===== src/rtl/rv32v_uop_sequencer.sv =====
// rv32v_uop_sequencer
//   Splits one accepted vector instruction into per-register micro-ops.
//   One uop is issued per destination register of the (clamped) register
//   group. Each uop carries register numbers offset by the uop index, the
//   index of its first element, and its active element count.
//
// Ports
//   CLK, RST          clock, synchronous active-high reset
//   in_valid/in_ready instruction handshake (in_ready = sequencer idle)
//   vd, vs1, vs2      base register numbers
//   vsew, vlmul       element width / register-group multiplier encodings
//   vl, vill          active vector length, vtype-illegal flag
//   uop_valid/ready   uop handshake toward the execution pipe
//   uop_vd/vs1/vs2    per-uop register numbers
//   uop_eidx          index of the first element in this uop
//   uop_ecnt          active elements in this uop
//   uop_last          final uop of the instruction
//   busy              instruction in progress
//   illegal           one-cycle pulse when an illegal instruction is rejected
module rv32v_uop_sequencer #(
  parameter int VLEN = 128,
  parameter int ELEN = 32
) (
  input  logic                       CLK,
  input  logic                       RST,
  input  logic                       in_valid,
  output logic                       in_ready,
  input  logic [4:0]                 vd,
  input  logic [4:0]                 vs1,
  input  logic [4:0]                 vs2,
  input  logic [2:0]                 vsew,
  input  logic [2:0]                 vlmul,
  input  logic [31:0]                vl,
  input  logic                       vill,
  output logic                       uop_valid,
  input  logic                       uop_ready,
  output logic [4:0]                 uop_vd,
  output logic [4:0]                 uop_vs1,
  output logic [4:0]                 uop_vs2,
  output logic [31:0]                uop_eidx,
  output logic [$clog2(VLEN/8):0]    uop_ecnt,
  output logic                       uop_last,
  output logic                       busy,
  output logic                       illegal
);

  localparam int CW = $clog2(VLEN/8) + 1;

  typedef enum logic {
    S_IDLE,
    S_ISSUE
  } state_e;

  state_e          state_q, state_d;
  logic [4:0]      uop_vd_q, uop_vd_d;
  logic [4:0]      uop_vs1_q, uop_vs1_d;
  logic [4:0]      uop_vs2_q, uop_vs2_d;
  logic [31:0]     eidx_q, eidx_d;
  logic [CW-1:0]   ecnt_q, ecnt_d;
  logic            last_q, last_d;
  logic [31:0]     rem_q, rem_d;    // elements still to issue after the current uop
  logic [CW-1:0]   epr_q, epr_d;    // elements per register of the captured instruction
  logic            illegal_q, illegal_d;

  logic            accept;
  logic            in_illegal;
  logic [31:0]     sew_bits;
  logic [31:0]     in_epr;
  logic [31:0]     in_vlmax;
  logic [31:0]     in_vle;
  logic [31:0]     in_ecnt;
  logic [31:0]     epr_w;
  logic [31:0]     next_ecnt;

  // Decode of the presented instruction; only consumed on accept.
  always_comb begin
    accept     = in_valid && (state_q == S_IDLE);
    sew_bits   = 32'd8 << vsew[1:0];
    in_illegal = vill || vsew[2] || (vlmul == 3'b100) || (sew_bits > 32'(ELEN));
    in_epr     = 32'(VLEN) >> (32'd3 + 32'(vsew[1:0]));
    // Fractional multipliers occupy a single register.
    in_vlmax   = in_epr << (vlmul[2] ? 2'd0 : vlmul[1:0]);
    in_vle     = (vl < in_vlmax) ? vl : in_vlmax;
    in_ecnt    = (in_vle < in_epr) ? in_vle : in_epr;
    epr_w      = 32'(epr_q);
    next_ecnt  = (rem_q < epr_w) ? rem_q : epr_w;
  end

  always_comb begin
    state_d   = state_q;
    uop_vd_d  = uop_vd_q;
    uop_vs1_d = uop_vs1_q;
    uop_vs2_d = uop_vs2_q;
    eidx_d    = eidx_q;
    ecnt_d    = ecnt_q;
    last_d    = last_q;
    rem_d     = rem_q;
    epr_d     = epr_q;
    illegal_d = 1'b0;

    case (state_q)
      S_IDLE: begin
        if (accept) begin
          if (in_illegal) begin
            illegal_d = 1'b1;
          end else if (in_vle != 32'd0) begin
            state_d   = S_ISSUE;
            uop_vd_d  = vd;
            uop_vs1_d = vs1;
            uop_vs2_d = vs2;
            eidx_d    = '0;
            ecnt_d    = CW'(in_ecnt);
            last_d    = (in_vle <= in_epr);
            rem_d     = in_vle - in_ecnt;
            epr_d     = CW'(in_epr);
          end
        end
      end
      S_ISSUE: begin
        if (uop_ready) begin
          if (last_q) begin
            // Fields return to zero so they read 0 while no uop is valid.
            state_d   = S_IDLE;
            uop_vd_d  = '0;
            uop_vs1_d = '0;
            uop_vs2_d = '0;
            eidx_d    = '0;
            ecnt_d    = '0;
            last_d    = 1'b0;
            rem_d     = '0;
            epr_d     = '0;
          end else begin
            uop_vd_d  = uop_vd_q + 5'd1;
            uop_vs1_d = uop_vs1_q + 5'd1;
            uop_vs2_d = uop_vs2_q + 5'd1;
            eidx_d    = eidx_q + epr_w;
            ecnt_d    = CW'(next_ecnt);
            last_d    = (rem_q <= epr_w);
            rem_d     = rem_q - next_ecnt;
          end
        end
      end
      default: state_d = S_IDLE;
    endcase
  end

  always_ff @(posedge CLK) begin
    if (RST) begin
      state_q   <= S_IDLE;
      uop_vd_q  <= '0;
      uop_vs1_q <= '0;
      uop_vs2_q <= '0;
      eidx_q    <= '0;
      ecnt_q    <= '0;
      last_q    <= 1'b0;
      rem_q     <= '0;
      epr_q     <= '0;
      illegal_q <= 1'b0;
    end else begin
      state_q   <= state_d;
      uop_vd_q  <= uop_vd_d;
      uop_vs1_q <= uop_vs1_d;
      uop_vs2_q <= uop_vs2_d;
      eidx_q    <= eidx_d;
      ecnt_q    <= ecnt_d;
      last_q    <= last_d;
      rem_q     <= rem_d;
      epr_q     <= epr_d;
      illegal_q <= illegal_d;
    end
  end

  always_comb begin
    in_ready  = (state_q == S_IDLE);
    busy      = (state_q == S_ISSUE);
    uop_valid = (state_q == S_ISSUE);
    uop_vd    = uop_vd_q;
    uop_vs1   = uop_vs1_q;
    uop_vs2   = uop_vs2_q;
    uop_eidx  = eidx_q;
    uop_ecnt  = ecnt_q;
    uop_last  = last_q;
    illegal   = illegal_q;
  end

endmodule


===== config.mk =====
export PLATFORM = sky130hd
export DESIGN_NAME = rv32v_uop_sequencer
export DESIGN_NICKNAME = d
export VERILOG_FILES = /design/src/rtl/rv32v_uop_sequencer.sv
export SDC_FILE = /design/constraint.sdc
export NUM_CORES = 1
export LEC_CHECK = 0
export ABC_AREA = 1
export CAP_MARGIN = 30
export CORE_UTILIZATION = 50
export CTS_BUF_LIST = sky130_fd_sc_hd__clkbuf_2 sky130_fd_sc_hd__clkbuf_4 sky130_fd_sc_hd__clkbuf_8
export DETAILED_ROUTE_END_ITERATION = 6
export PLACE_DENSITY = 0.75
export SLEW_MARGIN = 15
export SYNTH_ARGS = -nofsm -noshare
export SYNTH_HDL_FRONTEND = slang
export SYNTH_SLANG_ARGS = --single-unit

===== constraint.sdc =====
create_clock -name CLK -period 5.9 [get_ports CLK]
set_input_delay 0.885 -clock CLK [delete_from_list [all_inputs] [get_ports CLK]]
set_output_delay 0.885 -clock CLK [all_outputs]
set_load 0.01 [all_outputs]

# After elaboration in Yosys (flattened, before gate mapping)
# Cells that the tools add are included.
[word_totals]
reg_bits = 92
input_bits = 58
out_inout_bits = 57
wordCells = 101
[op_classes]
add_sub_neg = 7
magnitude_cmp = 6
eq_ne = 6
shifts = 3
muxes = 59
bitwise_logic = 2
reduce_logical = 8
[ops]
columns = ["cell", "count"]
rows = [
  ["$mux 32", 13],
  ["$pmux 32 s2", 2],
  ["$mux 5", 25],
  ["$lt 32x32->1", 2],
  ["$sub 32x32->32", 2],
  ["$pmux 5 s2", 5],
  ["$add 32x5->32", 1],
  ["$gt 32x6->1 const B", 1],
  ["$le 32x32->1", 1],
  ["$le 32x5->1", 1],
  ["$lt 32x5->1", 1],
  ["$reduce_bool 32->1", 1],
  ["$shl 32x2->32", 1],
  ["$shl 4x2->32 const A", 1],
  ["$shr 8x3->32 const A", 1],
  ["$add 5x1->5 const B", 3],
  ["$mux 1", 11],
  ["$ne 2x1->1 const B", 3],
  ["$reduce_and 5->1", 1],
  ["$ne 2x2->1 const B", 2],
  ["$pmux 1 s2", 2],
  ["$reduce_and 4->1", 1],
  ["$add 2x2->3 const A", 1],
  ["$eq 3x3->1 const B", 1],
  ["5 further kinds", 8],
]

# Logic depth before layout (Yosys ltp)
# Gate-level depths: netlist of run 1.
[logic_depth]
ltp_word = 12
ltp_mapped = 37
ltp_nobuf = 37

# Worst setup path before layout of run 1
# No wires, ideal clock.
[synth_path]
path_type = "input to register"
start = "input vlmul[2]"
end = "register rem_q[14]"
setup_ns = 0.142
arrival_ns = 5.020
required_time_ns = 5.758
path_slack_ns = 0.738
stages = 36
n_path_buf = 2
cell_sequence = "inv_1 > nand2_1 > o21ai_0 > nand2_1 > o21ai_1 > inv_1 > ha_1 > nand3_1 > nor2_1 > nor2_1 > nand3_1 > nor2_2 > buf_4 > nand3b_1 > nand2_1 > inv_1 > ha_1 > a21oi_1 > o21ai_0 > nand3_1 > nand2_1 > nand2_1 > nand2_1 > ha_1 > inv_1 > o31ai_1 > inv_1 > nor2_1 > nor2_1 > inv_1 > nor2_1 > nand3_1 > clkbuf_1 > o21ai_0 > nand2_1 > a21oi_2"
[synth_between]
elab_chain_len = 11
elab_cells_between_ends = 18
cone_classes = "add/sub: 1; order compare: 2; eq/ne: 3; shift: 1; mux: 7; reduce/logical: 4"
[synth_lines]
columns = ["item", "line_no", "rtl"]
rows = [
  ["from (decl)", "32", "input logic [2:0] vlmul,"],
  ["$mux 2", "82", "in_vlmax = in_epr << (vlmul[2] ? 2'd0 : vlmul[1:0]);"],
  ["$shl 32x2->32", "82", ""],
  ["$lt 32x32->1", "83", "in_vle = (vl < in_vlmax) ? vl : in_vlmax;"],
  ["$mux 32", "83", ""],
  ["$lt 32x32->1", "84", "in_ecnt = (in_vle < in_epr) ? in_vle : in_epr;"],
  ["$mux 32", "84", ""],
  ["$sub 32x32->32", "114", "rem_d = in_vle - in_ecnt;"],
  ["$mux 32", "106", "end else if (in_vle != 32'd0) begin"],
  ["$mux 32", "104", "if (in_illegal) begin"],
  ["$mux 32", "103", "if (accept) begin"],
  ["$pmux 32 s2", "101", "case (state_q)"],
  ["to (signal assigned)", "167", "rem_q <= rem_d;"],
  ["to (decl)", "61", "logic [31:0] rem_q, rem_d;"],
]
# Parallel ways exist; a longest one is shown, timed or not. The select of a mux whose other input is x is not followed.
# A chain may end at the register's enable or synchronous reset.

# Worst setup path in the final report of run 1
[layout_path]
start = "input vlmul[2]"
end = "register rem_q[12]"
# Same word-level chain as after synthesis.

==> results of run 1 <==
power groups by stage:
stage	Sequential (mW)	Combinational (mW)	Clock, mW
5_1_grt	0.675	0.810	0.527
2_1_floorplan	0.678	0.508	0
3_5_place_dp	0.683	0.682	0
4_1_cts	0.669	0.687	0.501
6_report	0.670	0.716	0.497
3_3_place_gp	0.683	0.672	0
sequential cells by signal, indices dropped and copies added, names as in the netlist:
name / cells
uop_last: 1
uop_ecnt: 5
uop_vs1: 5
uop_vd: 5
illegal: 1
epr_q: 4
uop_eidx: 31
busy: 1
uop_vs2: 5
rem_q: 32
layout make-up:
| cell class | instances | area [um2] | area share |
|---|---|---|---|
| clock buffers | 11 | 145 | 0.0162 |
| clock inverters | 5 | 77.6 | 0.00867 |
| inverters | 100 | 377 | 0.0421 |
| multi-input cells | 887 | 5020 | 0.562 |
| flip-flops and latches | 90 | 1800 | 0.201 |
| well taps | 184 | 230 | 0.0257 |
| repair buffers | 133 | 1290 | 0.144 |
critical path, delay by kind of cell:
kind / cells / cell delay (ps)
AO/OA/AOI/OAI: 5 / 650
buffers and inverters: 10 / 1210
adder cells (fa/ha/maj): 3 / 810
AND/OR/NAND/NOR: 20 / 2110
synthesized netlist by cell type (8+ instances only):
master / count
sky130_fd_sc_hd__a21oi_1: 33
sky130_fd_sc_hd__a21oi_2: 53
sky130_fd_sc_hd__o21ai_0: 67
sky130_fd_sc_hd__xnor2_1: 19
sky130_fd_sc_hd__clkbuf_1: 25
sky130_fd_sc_hd__nand4_1: 20
sky130_fd_sc_hd__nand3b_1: 8
sky130_fd_sc_hd__ha_1: 29
sky130_fd_sc_hd__inv_1: 97
sky130_fd_sc_hd__nor2_1: 168
sky130_fd_sc_hd__o21ai_1: 11
sky130_fd_sc_hd__nor4_1: 12
sky130_fd_sc_hd__xor2_1: 16
sky130_fd_sc_hd__nand3_1: 71
sky130_fd_sc_hd__nor3_1: 41
sky130_fd_sc_hd__buf_2: 8
sky130_fd_sc_hd__nand3_2: 52
sky130_fd_sc_hd__dfxtp_1: 90
sky130_fd_sc_hd__nand2_1: 236
path summary, 6_finish.rpt:
path | slack, ps | to | startpoint
max | 460 | rem_q[12] | vlmul[2]
min | 520 | rem_q[6] | rem_q[6]
max reg2reg | 1720 | rem_q[28] | epr_q[2]
min reg2reg | 520 | rem_q[6] | rem_q[6]
cells by family after synthesis:
family                   count (synthesis)  share of synthesized area
AND/OR/NAND/NOR                        627                      0.398
adder cells (fa/ha/maj)                 32                     0.0562
AO/OA/AOI/OAI                          190                      0.162
other                                    2                   0.000998
buffers and inverters                  155                      0.102
XOR/XNOR                                35                     0.0407
flip-flops                              90                      0.239
metal layers:
metal / routed length (um) / vias up / track usage
li1: - / 3932 / -
met2: 9420 / 221 / 0.437
met1: 9180 / 3497 / 0.333
met3: 927 / 18 / 0.0348
met4: 272 / 0 / 0.0843
met5: 0 / - / 0
timing repair:
action | in CTS | in global routing
endpoints found under the setup margin | 0 | 27
resized for setup | 0 | 22
setup buffers | 0 | 3
==> impl_metrics.env, run 1 <==
export IMPL_fp_dieArea_um2=15500
export IMPL_tns_ps=0
export IMPL_setup_violations_final=0
export IMPL_timing_critical_path_slowest_stage_cell="sky130_fd_sc_hd__clkdlybuf4s50_1"
export IMPL_routabilityCongestion=0.919
export IMPL_grt_setup_unrepaired="true"
export IMPL_synth_cell_type_count=45
export IMPL_synth_warnings=0
export IMPL_timing_critical_path_fanout_max=12
export IMPL_fin_area_um2=8940
export IMPL_final_total_pwr_mw=1.88
export IMPL_post_layout_minimum_cycle_time_ps=5440
export IMPL_hold_viol=0
export IMPL_worst_slew_pin_slew_ps=988
export IMPL_p_sw_frac=0.378
export IMPL_power_density_nw_per_um2=211
export IMPL_delay_of_the_slowest_critical_path_stage_ps=450
export IMPL_clock_skew_ps=16.1
export IMPL_cts_reportedPaths_clkPinSlew_ps=90
export IMPL_tritoncts_buffers=9
export IMPL_filler_cell_count=1347
export IMPL_drtIter0Drc=455
export IMPL_netlist_instances=1131
export IMPL_skew_pair_late_insertion_delay_ps=400
export IMPL_syn_area_per_cell_um2=6.65
export IMPL_sequential_fraction_of_the_synthesis_area=0.239
export IMPL_post_synth_top_area_cell="sky130_fd_sc_hd__dfxtp_1"
export IMPL_worstHoldPathCells=2
export IMPL_synth_main_ff_cell="sky130_fd_sc_hd__dfxtp_1"
export IMPL_diodes=0
export IMPL_detail_route_first_pass_iterations=5
export IMPL_yosysTopAreaCellShare=0.239
export IMPL_cell_internal_pwr_mw=1.17
export IMPL_power_switching_mw=0.711
export IMPL_synth_async_sr_flop_share=0
export IMPL_dp_cells=1390
export IMPL_max_freq_mhz=184
export IMPL_max_cap_violations=0
export IMPL_finish_cell_count_without_fillers=1410
export IMPL_run_status="finished, final reports clean"
export IMPL_remaining_drc_errors=0
export IMPL_fin_util=0.613
export IMPL_grt_start_max_net_pins=61
export IMPL_max_clock_path_buffers=2
export IMPL_mostFrequentLayoutCells="sky130_fd_sc_hd__nand2_1, sky130_fd_sc_hd__nor2_1, sky130_fd_sc_hd__clkdlybuf4s50_1, sky130_fd_sc_hd__inv_1, sky130_fd_sc_hd__dfxtp_1"
export IMPL_critical_path_arrival_ps=5680
export IMPL_most_common_cell_after_layout_fill_and_taps_aside="sky130_fd_sc_hd__nand2_1"
export IMPL_fin_crit_sh=0.921
export IMPL_cts_root_buffer="sky130_fd_sc_hd__clkbuf_8"
export IMPL_die_width_um=125
export IMPL_initial_antenna_violation_count=0
export IMPL_first_global_vias=7126
export IMPL_max_slew_margin_rel=0.341
export IMPL_ant_nets=0
export IMPL_hold_path_class="register to register"
export IMPL_synth_enable_flop_cells=0
export IMPL_portBuffers=113
export IMPL_dp_hpwl_um=13900
export IMPL_post_place_ws_ps=-96.4
export IMPL_synth_top_cells_by_area="sky130_fd_sc_hd__dfxtp_1, sky130_fd_sc_hd__nand2_1, sky130_fd_sc_hd__nor2_1"
export IMPL_cts_htree_levels=3
export IMPL_core_rowCount=44
export IMPL_routed_via_count=7668
export IMPL_globalRoute_totalOverflow=0
export IMPL_setup_worst_path_class="input pin to register"
export IMPL_vdd_ir_drop_worst_uv=133
export IMPL_cp_data_required_time_ps=6150
export IMPL_drive_above_1_share=0.144
export IMPL_core_area_um2=14600
export IMPL_finalWirelength_um=19800
export IMPL_worstRegToRegCells=22
export IMPL_kind_of_end_point_of_the_critical_path="register"
export IMPL_layout_nets=1311
export IMPL_effective_utilization_at_floorplan=0.516
export IMPL_layout_area_overhead_vs_synth_pct=18.9
export IMPL_timing_final_max_slew_violations=0
export IMPL_grt_first_pass_wirelength_um=33500
export IMPL_post_drt_wl_per_cell_um=14.0
export IMPL_postLayoutSetupSlackWorst_ps=464
export IMPL_power_leakage_nw=3.51
export IMPL_die_height_um=125
export IMPL_power_frac_seq=0.356
export IMPL_detailed_place_area_um2=8620
export IMPL_drt_vias_per_instance=5.44
export IMPL_proportion_of_power_drawn_by_combinational_gates=0.380
export IMPL_fin_worst_hold_slack_ps=519
export IMPL_cts_tree="built"
export IMPL_boundaryPins=115
export IMPL_clkPwrFrac=0.264
export IMPL_setup_worst_path_start_class="input pin"
export IMPL_track_usage=0.257
export IMPL_clock_sinks=90
export IMPL_cts_hold_fix_buffers=0
export IMPL_netlist_area_um2=7530
export IMPL_yosys_register_bits=90
(Power assumes the default switching activity.)
==> run 2: changes to the inputs <==
--- a/config.mk
+++ b/config.mk
@@ -11,6 +11,7 @@
 export CTS_BUF_LIST = sky130_fd_sc_hd__clkbuf_2 sky130_fd_sc_hd__clkbuf_4 sky130_fd_sc_hd__clkbuf_8
 export DETAILED_ROUTE_END_ITERATION = 6
 export PLACE_DENSITY = 0.75
+export SKIP_LAST_GASP = 1
 export SLEW_MARGIN = 15
 export SYNTH_ARGS = -nofsm -noshare
 export SYNTH_HDL_FRONTEND = slang
==> results of run 2 <==
No change in the layout: final DEF, timing and power equal those of run 1.
